File: src/rtl/fetch_pkg.sv
// Shared types for the queued fetch stage: FSM states, the request tag layout
// and default-width views of a fetch request and response.
package fetch_pkg;

    localparam int TAG_WIDTH = 8;

    typedef enum logic [1:0] {
        IDLE  = 2'd0,
        REQ   = 2'd1,
        WAIT  = 2'd2,
        DRAIN = 2'd3
    } fetch_state_t;

    // Tag carried with every request and echoed by memory.
    typedef struct packed {
        logic [6:0] core;
        logic       epoch;
    } fetch_tag_t;

    // Request/response bus views at the default 64-bit address, 32-bit insn.
    typedef struct packed {
        logic [63:0] addr;
        fetch_tag_t  tag;
    } fetch_req_t;

    typedef struct packed {
        logic [31:0] data;
        fetch_tag_t  tag;
    } fetch_resp_t;

    function automatic logic [TAG_WIDTH-1:0] make_tag(input logic [6:0] core, input logic epoch);
        fetch_tag_t t;
        t.core  = core;
        t.epoch = epoch;
        return t;
    endfunction

endpackage

File: src/rtl/fetch_insn_fifo.sv
// Instruction queue between fetch and decode. Head is shown combinationally
// from registered storage; flush empties the queue and beats push/pop.
module fetch_insn_fifo
    import fetch_pkg::*;
#(
    parameter int WIDTH = 96,
    parameter int DEPTH = 4,
    localparam int COUNT_W = $clog2(DEPTH) + 1
) (
    input  logic               clk,
    input  logic               reset,
    input  logic               push,
    input  logic               pop,
    input  logic               flush,
    input  logic [WIDTH-1:0]   push_data,
    output logic [WIDTH-1:0]   head_data,
    output logic               head_valid,
    output logic [COUNT_W-1:0] count
);
    localparam int PTR_W = $clog2(DEPTH);

    logic [WIDTH-1:0] slots [DEPTH];
    logic [PTR_W-1:0] wr_ptr;
    logic [PTR_W-1:0] rd_ptr;
    logic             do_pop;
    logic             full;

    assign head_valid = (count != '0);
    assign full       = (count == COUNT_W'(DEPTH));
    assign do_pop     = pop && head_valid;
    assign head_data  = head_valid ? slots[rd_ptr] : '0;

    // Pointer and occupancy tracking; pointers wrap naturally (DEPTH is a power of two).
    always_ff @(posedge clk or posedge reset) begin
        if (reset) begin
            wr_ptr <= '0;
            rd_ptr <= '0;
            count  <= '0;
        end else if (flush) begin
            wr_ptr <= '0;
            rd_ptr <= '0;
            count  <= '0;
        end else begin
            if (push)   wr_ptr <= wr_ptr + 1'b1;
            if (do_pop) rd_ptr <= rd_ptr + 1'b1;
            count <= count + COUNT_W'(push) - COUNT_W'(do_pop);
        end
    end

    // Entry storage; contents need no reset because head is gated by head_valid.
    always_ff @(posedge clk) begin
        if (push && !flush) slots[wr_ptr] <= push_data;
    end

    // The fetch side reserves a slot before issuing, so a push into a full
    // queue without a simultaneous pop means the reservation logic is broken.
    push_into_full: assert property (@(posedge clk) disable iff (reset) !(push && full && !pop && !flush));

endmodule

File: src/rtl/fetch_stage_queued.sv
// Queued instruction fetch stage: one outstanding memory request at a time,
// returned instructions buffered for decode, redirects resolved by epoch tags.
// Optional build macro FETCH_STATS_EN adds stat_fetched / stat_wait counters.
// Handshakes: a transfer happens on a rising edge where valid && ready; the
// sender keeps payload stable while valid && !ready. Responses are always accepted.
module fetch_stage_queued
    import fetch_pkg::*;
#(
    parameter int                    CORE_ID    = 0,
    parameter int                    ADDR_WIDTH = 64,
    parameter int                    INSN_WIDTH = 32,
    parameter int                    FIFO_DEPTH = 4,
    parameter logic [ADDR_WIDTH-1:0] RESET_PC   = '0
) (
    input  logic                  clk,
    input  logic                  reset,
    input  logic                  redirect_valid,
    input  logic [ADDR_WIDTH-1:0] redirect_pc,
    output logic                  mem_req_valid,
    input  logic                  mem_req_ready,
    output logic [ADDR_WIDTH-1:0] mem_req_addr,
    output logic [TAG_WIDTH-1:0]  mem_req_tag,
    input  logic                  mem_resp_valid,
    input  logic [TAG_WIDTH-1:0]  mem_resp_tag,
    input  logic [INSN_WIDTH-1:0] mem_resp_data,
    output logic                  dec_valid,
    input  logic                  dec_ready,
    output logic [INSN_WIDTH-1:0] dec_insn,
    output logic [ADDR_WIDTH-1:0] dec_pc,
`ifdef FETCH_STATS_EN
    output logic [31:0]           stat_fetched,
    output logic [31:0]           stat_wait,
`endif
    output fetch_state_t          fsm_state
);
    localparam int                    COUNT_W = $clog2(FIFO_DEPTH) + 1;
    localparam int                    ENTRY_W = INSN_WIDTH + ADDR_WIDTH;
    localparam logic [ADDR_WIDTH-1:0] PC_STEP = ADDR_WIDTH'(INSN_WIDTH / 8);

    fetch_state_t             state;
    logic [ADDR_WIDTH-1:0]    pc;
    logic [ADDR_WIDTH-1:0]    req_pc;
    logic                     epoch;
    logic [TAG_WIDTH-1:0]     cur_tag;
    logic [COUNT_W-1:0]       count;
    logic [ENTRY_W-1:0]       head;
    logic                     req_fire;
    logic                     resp_ours;
    logic                     resp_match;
    logic                     outstanding;
    logic                     push;
    logic                     pop;

    assign cur_tag = make_tag(7'(CORE_ID), epoch);

    // Issue only with a free slot for the response; payload derives from
    // registered pc/epoch so it is stable while stalled on ready.
    assign mem_req_valid = (state == REQ) && (count < COUNT_W'(FIFO_DEPTH));
    assign mem_req_addr  = mem_req_valid ? pc : '0;
    assign mem_req_tag   = mem_req_valid ? cur_tag : '0;
    assign req_fire      = mem_req_valid && mem_req_ready;

    // Any response addressed to this core retires the outstanding request;
    // only one carrying the current epoch is kept.
    assign resp_ours  = mem_resp_valid && (mem_resp_tag[TAG_WIDTH-1:1] == 7'(CORE_ID));
    assign resp_match = mem_resp_valid && (mem_resp_tag == cur_tag);

    // After a redirect, a request is still in flight if one fires now or an
    // earlier one has not been answered this cycle.
    assign outstanding = req_fire || (((state == WAIT) || (state == DRAIN)) && !resp_ours);

    assign push = (state == WAIT) && resp_match && !redirect_valid;
    assign pop  = dec_valid && dec_ready && !redirect_valid;

    fetch_insn_fifo #(
        .WIDTH (ENTRY_W),
        .DEPTH (FIFO_DEPTH)
    ) u_fifo (
        .clk        (clk),
        .reset      (reset),
        .push       (push),
        .pop        (pop),
        .flush      (redirect_valid),
        .push_data  ({mem_resp_data, req_pc}),
        .head_data  (head),
        .head_valid (dec_valid),
        .count      (count)
    );

    assign dec_insn  = head[ENTRY_W-1:ADDR_WIDTH];
    assign dec_pc    = head[ADDR_WIDTH-1:0];
    assign fsm_state = state;

    // Fetch sequencing: redirect overrides everything, else request/response flow.
    always_ff @(posedge clk or posedge reset) begin
        if (reset) begin
            state  <= IDLE;
            pc     <= RESET_PC;
            req_pc <= '0;
            epoch  <= 1'b0;
        end else if (redirect_valid) begin
            pc    <= redirect_pc;
            epoch <= ~epoch;
            state <= outstanding ? DRAIN : REQ;
        end else begin
            case (state)
                IDLE: state <= REQ;
                REQ: begin
                    if (req_fire) begin
                        req_pc <= pc;
                        pc     <= pc + PC_STEP;
                        state  <= WAIT;
                    end
                end
                WAIT: begin
                    if (resp_match) state <= REQ;
                end
                DRAIN: begin
                    if (resp_ours) state <= REQ;
                end
                default: state <= IDLE;
            endcase
        end
    end

`ifdef FETCH_STATS_EN
    // Saturating activity counters; only reset clears them.
    always_ff @(posedge clk or posedge reset) begin
        if (reset) begin
            stat_fetched <= '0;
            stat_wait    <= '0;
        end else begin
            if (push && (stat_fetched != '1))
                stat_fetched <= stat_fetched + 32'd1;
            if (((state == WAIT) || (state == DRAIN)) && (stat_wait != '1))
                stat_wait <= stat_wait + 32'd1;
        end
    end
`endif

endmodule

File: config.mk
export PLATFORM = sky130hd
export DESIGN_NAME = fetch_stage_queued
export DESIGN_NICKNAME = d
export VERILOG_FILES = /design/src/rtl/fetch_pkg.sv /design/src/rtl/fetch_insn_fifo.sv /design/src/rtl/fetch_stage_queued.sv
export SDC_FILE = /design/constraint.sdc
export NUM_CORES = 1
export LEC_CHECK = 0
export CAP_MARGIN = 20
export CORE_MARGIN = 1
export CORE_UTILIZATION = 40
export CTS_CLUSTER_DIAMETER = 80
export DETAILED_ROUTE_END_ITERATION = 8
export SLEW_MARGIN = 20
export SYNTH_ARGS = -nofsm -noshare
export SYNTH_HDL_FRONTEND = slang
export SYNTH_HIERARCHICAL = 1
export SYNTH_SLANG_ARGS = --single-unit
File: constraint.sdc
create_clock -name clk -period 6.5 [get_ports clk]
set_input_delay 1.95 -clock clk [delete_from_list [all_inputs] [get_ports clk]]
set_output_delay 1.95 -clock clk [all_outputs]
set_load 0.01 [all_outputs]
==> impl_metrics.yaml, run 1 <==
timing:
  worst_slew_pin_slew_ns: 0.978
  final_hold_viol_count: 0
  finalCritPeriodShare_pct: 80.1
  min_period_ns: 5.21
  rsz0062_at_grt: "no"
  drv_slew: 0
  timing.final.ws_setup_ns: 1.29
  relSlewSlack_pct: 34.3
  finClkSkew_ns: 0.0161
  fin_setup_tns_ns: 0
  max_freq_mhz: 192
  setup-violations-final: 0
setup_path:
  path_cells: "buf_4 -> mux4_2 -> and2_1 -> clkdlybuf4s50_1"
  cp.arrival_ns: 3.26
  crit_path_end_kind: "output port"
  cp.required_ns: 4.55
  cp_slowest_cell: "dfrtp_4"
  crit_type: "flop to output port"
  crit_fanout: 33
  startpoint_type: "flop"
  max_stage_delay_ns: 0.87
synth:
  seq_area_frac_synth_pct: 68.2
  yosysTopAreaCellShare_pct: 52.5
  synthCells: 1336
  synth_edf_count: 384
  synth_flop_cell: "edfxtp_1"
  ys_seq_elements: 522
  post-synth-top-count-cell: "edfxtp_1"
  ys_types: 66
  avgSynthCellArea_um2: 16.4
  yosys_warnings: 6
  ys_async_sr_fraction_pct: 26.4
  synth_area_leaders: "edfxtp_1 (53%), dfrtp_1 (16%), mux4_2 (9.8%), and2_1 (4.7%), mux2_2 (3.7%)"
  synth_common_cells: "edfxtp_1 (384), and2_1 (166), dfrtp_1 (138)"
  synth_area_um2: 22000
  yosysTopAreaCell: "edfxtp_1"
global_routing:
  overflow: 0
  antenna_found_initial: 0
  grt_pass1_vias: 12800
  grt_pass1_wl_um: 83400
  grt_start_max_net_pins: 99
  grtUsageTotal_pct: 20.0
die:
  core_area_um2: 54000
  die_w_um: 236
  ioPinCount: 282
  dieArea_um2: 55800
  floorplan.initialDensity_pct: 40.6
  std_cell_rows: 85
  die_y_um: 236
outcome:
  status: "complete, no violations"
layout:
  drive_above_1_share_pct: 18.4
  nets: 1735
  num-fill-cells: 4569
  area_growth_pct: 23.9
  post-route-util_pct: 50.4
placement:
  gp_congestion: 0.815
  io_buffers: 274
  hpwl_um: 36000
  post-place-ws_ns: 1.29
route:
  m1WireLength_um: 25500
  via_count: 12700
  wl_um: 55500
  drc_errors: 0
  vias_per_cell: 5.39
  wl_per_cell_um: 23.5
  drt_pass1_iterations: 5
  route.met3.wl_um: 3220
  wl_met2_um: 26000
  ant_nets: 0
  top_layer: "met4"
  drt-initial-drc-count: 969
clocking:
  clk_pin_slew_ns: 0.06
  cts_root_buffer: "clkbuf_16"
  clock-sinks: 522
  cts_hold_buf: 0
  cts-htree-levels: 2
  cts-resized-gates: 0
  cts_setup_buffers: 0
  insertion_delay_ns: 0.61
  cts_tree: "yes"
  clockBufferDepth: 3
  cts_inserted_buffers: 53
run:
  maxCapViolations: 0
min_path:
  hold_class: "flop to flop"
pwr:
  pwr_density_cell_nw_per_um2: 298
  ir_drop_uv: 204
  leakage_nw: 9.28
==> sequential cells by signal (all words and copies together) (netlist names) <==
register and cells:
epoch 1, u_fifo/slots 384, u_fifo/rd_ptr 2, pc 64
u_fifo/wr_ptr 2, req_pc 64, u_fifo/count 3, fsm_state 2
==> worst max-delay path: cells and delay by family (launching register included) <==
kind                   cells  cell delay [ns]
AND/OR/NAND/NOR            1             0.23
buffers and inverters      2             0.98
multiplexers               1             0.55
flip-flops                 1             0.87
==> path summary, 6_finish.rpt <==
| check | from | endpoint | slack (ns) | cells after the start |
|---|---|---|---|---|
| hold reg to reg | req_pc[3] | u_fifo/slots[2][3] | 0.51 | 0 |
| setup reg to reg | fsm_state[1] | pc[50] | 3.45 | 6 |
| min in group asynchronous | reset | u_fifo/wr_ptr[0] | 1.79 | 2 |
| setup / recovery | u_fifo/rd_ptr[0] | dec_pc[48] | 1.29 | 4 |
| max in group asynchronous | reset | req_pc[38] | 3.52 | 3 |
| hold / removal | req_pc[3] | u_fifo/slots[2][3] | 0.51 | 0 |
==> placed cells by master (no fill, tap or decap), types with 11 or more instances in the layout <==
cell,synthesis,final
o21ai_0,36,36
clkdlybuf4s50_1,0,273
dfrtp_1,138,136
nand3_1,23,23
clkbuf_1,43,14
buf_4,9,18
nor3_1,14,14
edfxtp_1,384,384
mux4_2,96,96
a31oi_1,13,13
nand2_1,73,73
xnor2_1,12,12
nor2_1,37,36
nor2b_1,11,11
or4_1,12,12
nand4_1,29,29
clkbuf_16,0,54
mux2_2,72,72
xor2_1,22,22
inv_1,13,12
and2_1,166,162
nor4_1,12,12
==> routing by layer <==
metal / up-vias / GRT usage, %
li1: 5687 / -
met1: 6541 / 29.4
met2: 418 / 31.1
met3: 61 / 3.71
met4: 0 / 3.88
met5: - / 0
==> cells by family after synthesis <==
family	after synthesis	synth area share, %
DFF	522	68.2
and+or+nand+nor	421	11.3
muxes	176	13.9
buffers and inverters	92	2.19
AOI/OAI and AO/OA	81	2.37
xor gates and xnor gates	35	1.46
adders and majority gates	8	0.490
other	1	0.0171
==> area by class of cell <==
| class | count | area (um^2) | share of cell area [%] |
|---|---|---|---|
| multi-input combinational | 728 | 6540 | 24.0 |
| antenna | 1 | 2.50 | 0.00920 |
| timing repair buffer | 299 | 3040 | 11.2 |
| inverter | 13 | 53.8 | 0.198 |
| clock inverter | 29 | 264 | 0.970 |
| tap | 696 | 871 | 3.20 |
| clock buffer | 71 | 1450 | 5.31 |
| sequential | 522 | 15000 | 55.1 |
==> report_power, final <==
part | total, mW | internal, mW | leakage, nW | switching, mW
Sequential | 4.43 | 4.05 | 5.13 | 0.380
Combinational | 0.690 | 0.394 | 3.32 | 0.296
Clock | 2.99 | 1.72 | 0.833 | 1.26
Total | 8.11 | 6.17 | 9.28 | 1.94
==> per-stage QoR <==
step,total power [mW],hold WS (ns),area [um^2],cells
floorplan,4.73,0.472,22000,1342
global placement,5.15,0.485,25400,2256
detailed placement,5.19,0.499,25500,2257
CTS,8.19,0.513,27200,2357
global route,8.42,0.535,27200,2358
finish,8.11,0.511,27200,2359
Power figures use the tool's default switching activity.
==> run 2: changes to the inputs <==
==> constraint.sdc (replaced) <==
create_clock -name clk -period 4.88 [get_ports clk]
set_input_delay 1.464 -clock clk [delete_from_list [all_inputs] [get_ports clk]]
set_output_delay 1.464 -clock clk [all_outputs]
set_load 0.01 [all_outputs]
==> run 2 against run 1 <==
Sequential share of layout area fell by 0.23 points. Routed wire length decreased by 0.91%. Largest cell class unchanged. Sequential power is 32% higher. Clock-buffer cell count is 14 higher.
==> impl_metrics.yaml, run 2 (same netlist as run 1, synthesis figures left out) <==
outcome:
  status: "complete, no violations"
timing:
  max_freq_mhz: 217
  setup-violations-final: 0
  rsz0062_at_grt: "no"
  finalCritPeriodShare_pct: 94.3
  finClkSkew_ns: 0.0273
  final_hold_viol_count: 0
  min_period_ns: 4.60
  hold_ws_ns: 0.495
  fin_setup_tns_ns: 0
  drv_slew: 0
  relSlewSlack_pct: 39.2
  worst_slew_pin_slew_ns: 0.910
pwr:
  seq_power_share_pct: 54.9
  leakage_nw: 9.34
  p_int_mw: 8.16
  ir_drop_uv: 253
  p_comb_share_pct: 8.7
  clkPwrFrac_pct: 36.4
  p_total_mw: 10.7
  p_switching_mw: 2.50
  pwr_density_cell_nw_per_um2: 390
  p_sw_share_pct: 23.4
layout:
  largest_reg_flops: 384
  nets: 1749
  largest-register: "u_fifo/slots"
  final_cell_mix: "edfxtp_1 (384), clkdlybuf4s50_1 (273), and2_1 (162)"
  area_growth_pct: 24.5
  num-fill-cells: 4553
  final_common_cell: "edfxtp_1"
  reg.largest.list: "u_fifo/slots x384, pc x64, req_pc x64"
  post-route-util_pct: 50.6
  drive_above_1_share_pct: 18.8
placement:
  hpwl_um: 36200
  gp_congestion: 0.783
  io_buffers: 274
route:
  wl_per_cell_um: 23.2
  drt-initial-drc-count: 912
  drc_errors: 0
  via_count: 12800
  drt_pass1_iterations: 5
  vias_per_cell: 5.38
  wl_um: 55000
  ant_nets: 0
die:
  die_w_um: 236
  floorplan.initialDensity_pct: 40.6
  core_area_um2: 54000
  std_cell_rows: 85
  ioPinCount: 282
  dieArea_um2: 55800
  die_y_um: 236
setup_path:
  crit_path_end_kind: "output port"
  startpoint_type: "flop"
  cp.required_ns: 3.42
  crit_type: "flop to output port"
  cp.arrival_ns: 3.14
  crit_fanout: 34
run:
  maxCapViolations: 0
global_routing:
  grt_pass1_wl_um: 82900
  grt_pass1_vias: 13100
  overflow: 0
  grtUsageTotal_pct: 19.9
  antenna_found_initial: 2
  grt_start_max_net_pins: 65
clocking:
  cts_inserted_buffers: 54
  clock-sinks: 522
  cts_setup_buffers: 0
  cts_hold_buf: 0
  cts-htree-levels: 2
  clk_pin_slew_ns: 0.06
  insertion_delay_ns: 0.61
  cts-resized-gates: 0
  cts_tree: "yes"
  cts_root_buffer: "clkbuf_16"
  clockBufferDepth: 3
min_path:
  hold_class: "flop to flop"
## run 2: cell type report
cell class	instances	area (um^2)	area share, %
Inverter	13	52.6	0.192
Clock buffer	85	1550	5.67
Multi-Input combinational cell	728	6540	23.9
Timing Repair Buffer	312	3190	11.7
Clock inverter	17	133	0.485
Tap cell	696	871	3.19
Antenna cell	1	2.50	0.00916
Sequential cell	522	15000	54.9
## run 2: worst paths after layout
| kind | from | end | slack, ns | cells past startpoint |
|---|---|---|---|---|
| max | u_fifo/rd_ptr[0] | dec_pc[1] | 0.28 | 4 |
| min | epoch | epoch | 0.50 | 1 |
| max reg2reg | u_fifo/count[1] | u_fifo/count[2] | 2.02 | 10 |
| min reg2reg | epoch | epoch | 0.50 | 1 |
| max in group asynchronous | reset | pc[18] | 2.56 | 3 |
| min in group asynchronous | reset | u_fifo/wr_ptr[1] | 1.29 | 2 |
## run 2: power groups by stage
stage | logic, mW | registers, mW | clock network, mW
after global routing | 1.00 | 5.93 | 4.15
after CTS | 0.934 | 5.85 | 3.98
after floorplan | 0.552 | 5.75 | 0
after global placement | 0.912 | 5.91 | 0
after detailed placement | 0.927 | 5.95 | 0
final | 0.923 | 5.86 | 3.88
## run 2: metrics by stage
stage          instances  setup WS (ns)  cell area (um^2)
2_1_floorplan       1342          0.335             22000
3_3_place_gp        2271          0.564             25600
3_5_place_dp        2271          0.517             25600
4_1_cts             2373          0.139             27300
5_1_grt             2373         0.0740             27300
6_report            2374          0.278             27300
## run 2: critical path, cell delays in order, from the launching register on
cell	delay, ns
dfrtp_4	0.89
buf_4	0.39
mux4_2	0.56
and2_1	0.21
clkdlybuf4s50_1	0.49
## run 2: routing by layer
metal  track usage [%]  share of wire, %  up-vias
met5                 0             0.020        -
met4              5.77               2.2        2
met3              3.77               5.8       85
met2              31.0                47      432
met1              28.4                45     6547
li1                  -                 -     5717
==> run 3: changes to the inputs <==
--- a/config.mk
+++ b/config.mk
@@ -10,6 +10,7 @@
 export CORE_UTILIZATION = 40
 export CTS_CLUSTER_DIAMETER = 80
 export DETAILED_ROUTE_END_ITERATION = 8
+export PLACE_DENSITY_LB_ADDON = 0.15
 export SLEW_MARGIN = 20
 export SYNTH_ARGS = -nofsm -noshare
 export SYNTH_HDL_FRONTEND = slang
==> run 3 against run 2 <==
Clock skew fell by 0.0049 ns. Sequential power rose by 0.7%. Register-to-register slack got worse by 0.23 ns. Worst setup slack improved by 0.079 ns. Die area did not move. Routed wire length fell by 0.24%. Total power rose by 3.6%. Sequential share of layout area fell by 0.35 points. Largest cell class unchanged.
==> impl_metrics.yaml, run 3 (same netlist as run 1, synthesis figures left out) <==
outcome:
  status: "complete, no violations"
pwr:
  pwr_density_cell_nw_per_um2: 401
  p_sw_share_pct: 23.0
  p_comb_share_pct: 8.4
  p_int_mw: 8.50
  seq_power_share_pct: 53.4
  leakage_nw: 9.41
  ir_drop_uv: 253
  p_total_mw: 11.0
  p_switching_mw: 2.54
  clkPwrFrac_pct: 38.2
setup_path:
  cp_slowest_cell: "dfrtp_4"
  max_stage_delay_ns: 0.75
  cp.required_ns: 3.42
  crit_type: "flop to output port"
  cp.arrival_ns: 3.06
  crit_path_end_kind: "output port"
  startpoint_type: "flop"
  rr_startpoint: "fsm_state[0]"
  worstRegToRegCells: 6
  setup.worst_path.start: "u_fifo/rd_ptr[0]"
  r2r_setup_slack_ns: 1.79
  r2r-end: "pc[34]"
  path_cells: "buf_4 -> mux4_2 -> and2_1 -> clkdlybuf4s50_1"
  crit_fanout: 24
layout:
  largest-register: "u_fifo/slots"
  antennaDiodeCount: 0
  largest_reg_flops: 384
  nets: 1746
  reg.largest.list: "u_fifo/slots x384, pc x64, req_pc x64"
  post-route-util_pct: 50.9
  instances_no_fill: 2369
  drive_above_1_share_pct: 19.1
  area_growth_pct: 25.3
  final_common_cell: "edfxtp_1"
  final_cell_mix: "edfxtp_1 (384), clkdlybuf4s50_1 (273), and2_1 (162)"
run:
  maxCapViolations: 0
clocking:
  cts-resized-gates: 0
  cts-htree-levels: 2
  cts_setup_buffers: 0
  clockBufferDepth: 3
  cts_root_buffer: "clkbuf_16"
  cts_inserted_buffers: 54
  cts_hold_buf: 0
  insertion_delay_ns: 0.59
  clk_pin_slew_ns: 0.06
  clock-sinks: 522
  cts_tree: "yes"
die:
  die_y_um: 236
  core_area_um2: 54000
  die_w_um: 236
  dieArea_um2: 55800
  std_cell_rows: 85
  ioPinCount: 282
  floorplan.initialDensity_pct: 40.6
route:
  drc_errors: 0
  via_count: 12800
  vias_per_cell: 5.39
  drt-initial-drc-count: 1027
  ant_nets: 0
  wl_um: 54900
  wl_per_cell_um: 23.2
  drt_pass1_iterations: 5
global_routing:
  grt_start_max_net_pins: 110
  grtUsageTotal_pct: 19.8
  overflow: 0
  grt_pass1_vias: 13100
  grt_pass1_wl_um: 83000
  antenna_found_initial: 0
timing:
  rsz0062_at_grt: "no"
  max_freq_mhz: 221
  fin_setup_tns_ns: 0
  worst_slew_pin_slew_ns: 0.853
  final_hold_viol_count: 0
  finalCritPeriodShare_pct: 92.7
  relSlewSlack_pct: 42.6
  min_period_ns: 4.52
  drv_slew: 0
  setup-violations-final: 0
  finClkSkew_ns: 0.0223
min_path:
  hp-start: "epoch"
  min_to: "epoch"
  hold_class: "flop to flop"
  min_path_cells: 1
placement:
  io_buffers: 274
  gp_congestion: 0.795
  dp_cells: 2268
  hpwl_um: 36700
[run 3: changes by cell type in the layout (fill, tap and decap cells not counted), moves of 3 or more]
cell	delta
buf_4	-6
buf_12	+3
bufinv_16	+6
clkbuf_1	-8
[run 3: per-layer routing]
layer,vias up,share of wire [%],track usage (%)
met3,74,5.1,3.51
met2,398,46,30.8
li1,5705,-,-
met4,0,2.1,5.10
met1,6583,46,28.7
met5,-,0,0
[run 3: cell type report]
class,instances,area (um^2)
well taps,696,871
multi-input cells,728,6540
fillers,4526,26500
flip-flops and latches,522,15000
inverters,13,52.6
clock inverters,24,302
clock buffers,77,1540
repair buffers,309,3200
[run 3: worst max path at each step]
stage	slack, ns	cells past startpoint	to
final	0.36	4	dec_pc[1]
after global routing	0.14	4	dec_pc[1]
after CTS	0.24	4	dec_insn[25]
after detailed placement	0.46	9	u_fifo/slots[2][69]
after global placement	0.49	9	u_fifo/slots[0][43]
after floorplan	0.34	6	u_fifo/slots[0][0]
[run 3: stage by stage]
stage	setup slack, ns	hold WS (ns)	cell area, um^2
3_5_place_dp	0.464	0.507	25700
2_1_floorplan	0.335	0.472	22000
4_1_cts	0.238	0.519	27500
3_3_place_gp	0.492	0.496	25700
6_report	0.356	0.515	27500
5_1_grt	0.141	0.535	27500
[run 3: worst max-delay path, delay by kind of cell (launching register included)]
family / cells / cell delay, ns
buffers and inverters: 2 / 0.97
flip-flops: 1 / 0.75
multiplexers: 1 / 0.57
AND/OR/NAND/NOR: 1 / 0.18
[run 3: power by group through the flow]
stage	clock network (mW)	logic, mW	registers (mW)
detailed placement	0	0.936	5.99
CTS	4.32	0.942	5.90
global placement	0	0.920	5.96
floorplan	0	0.552	5.75
global route	4.48	1.01	5.97
finish	4.21	0.930	5.90
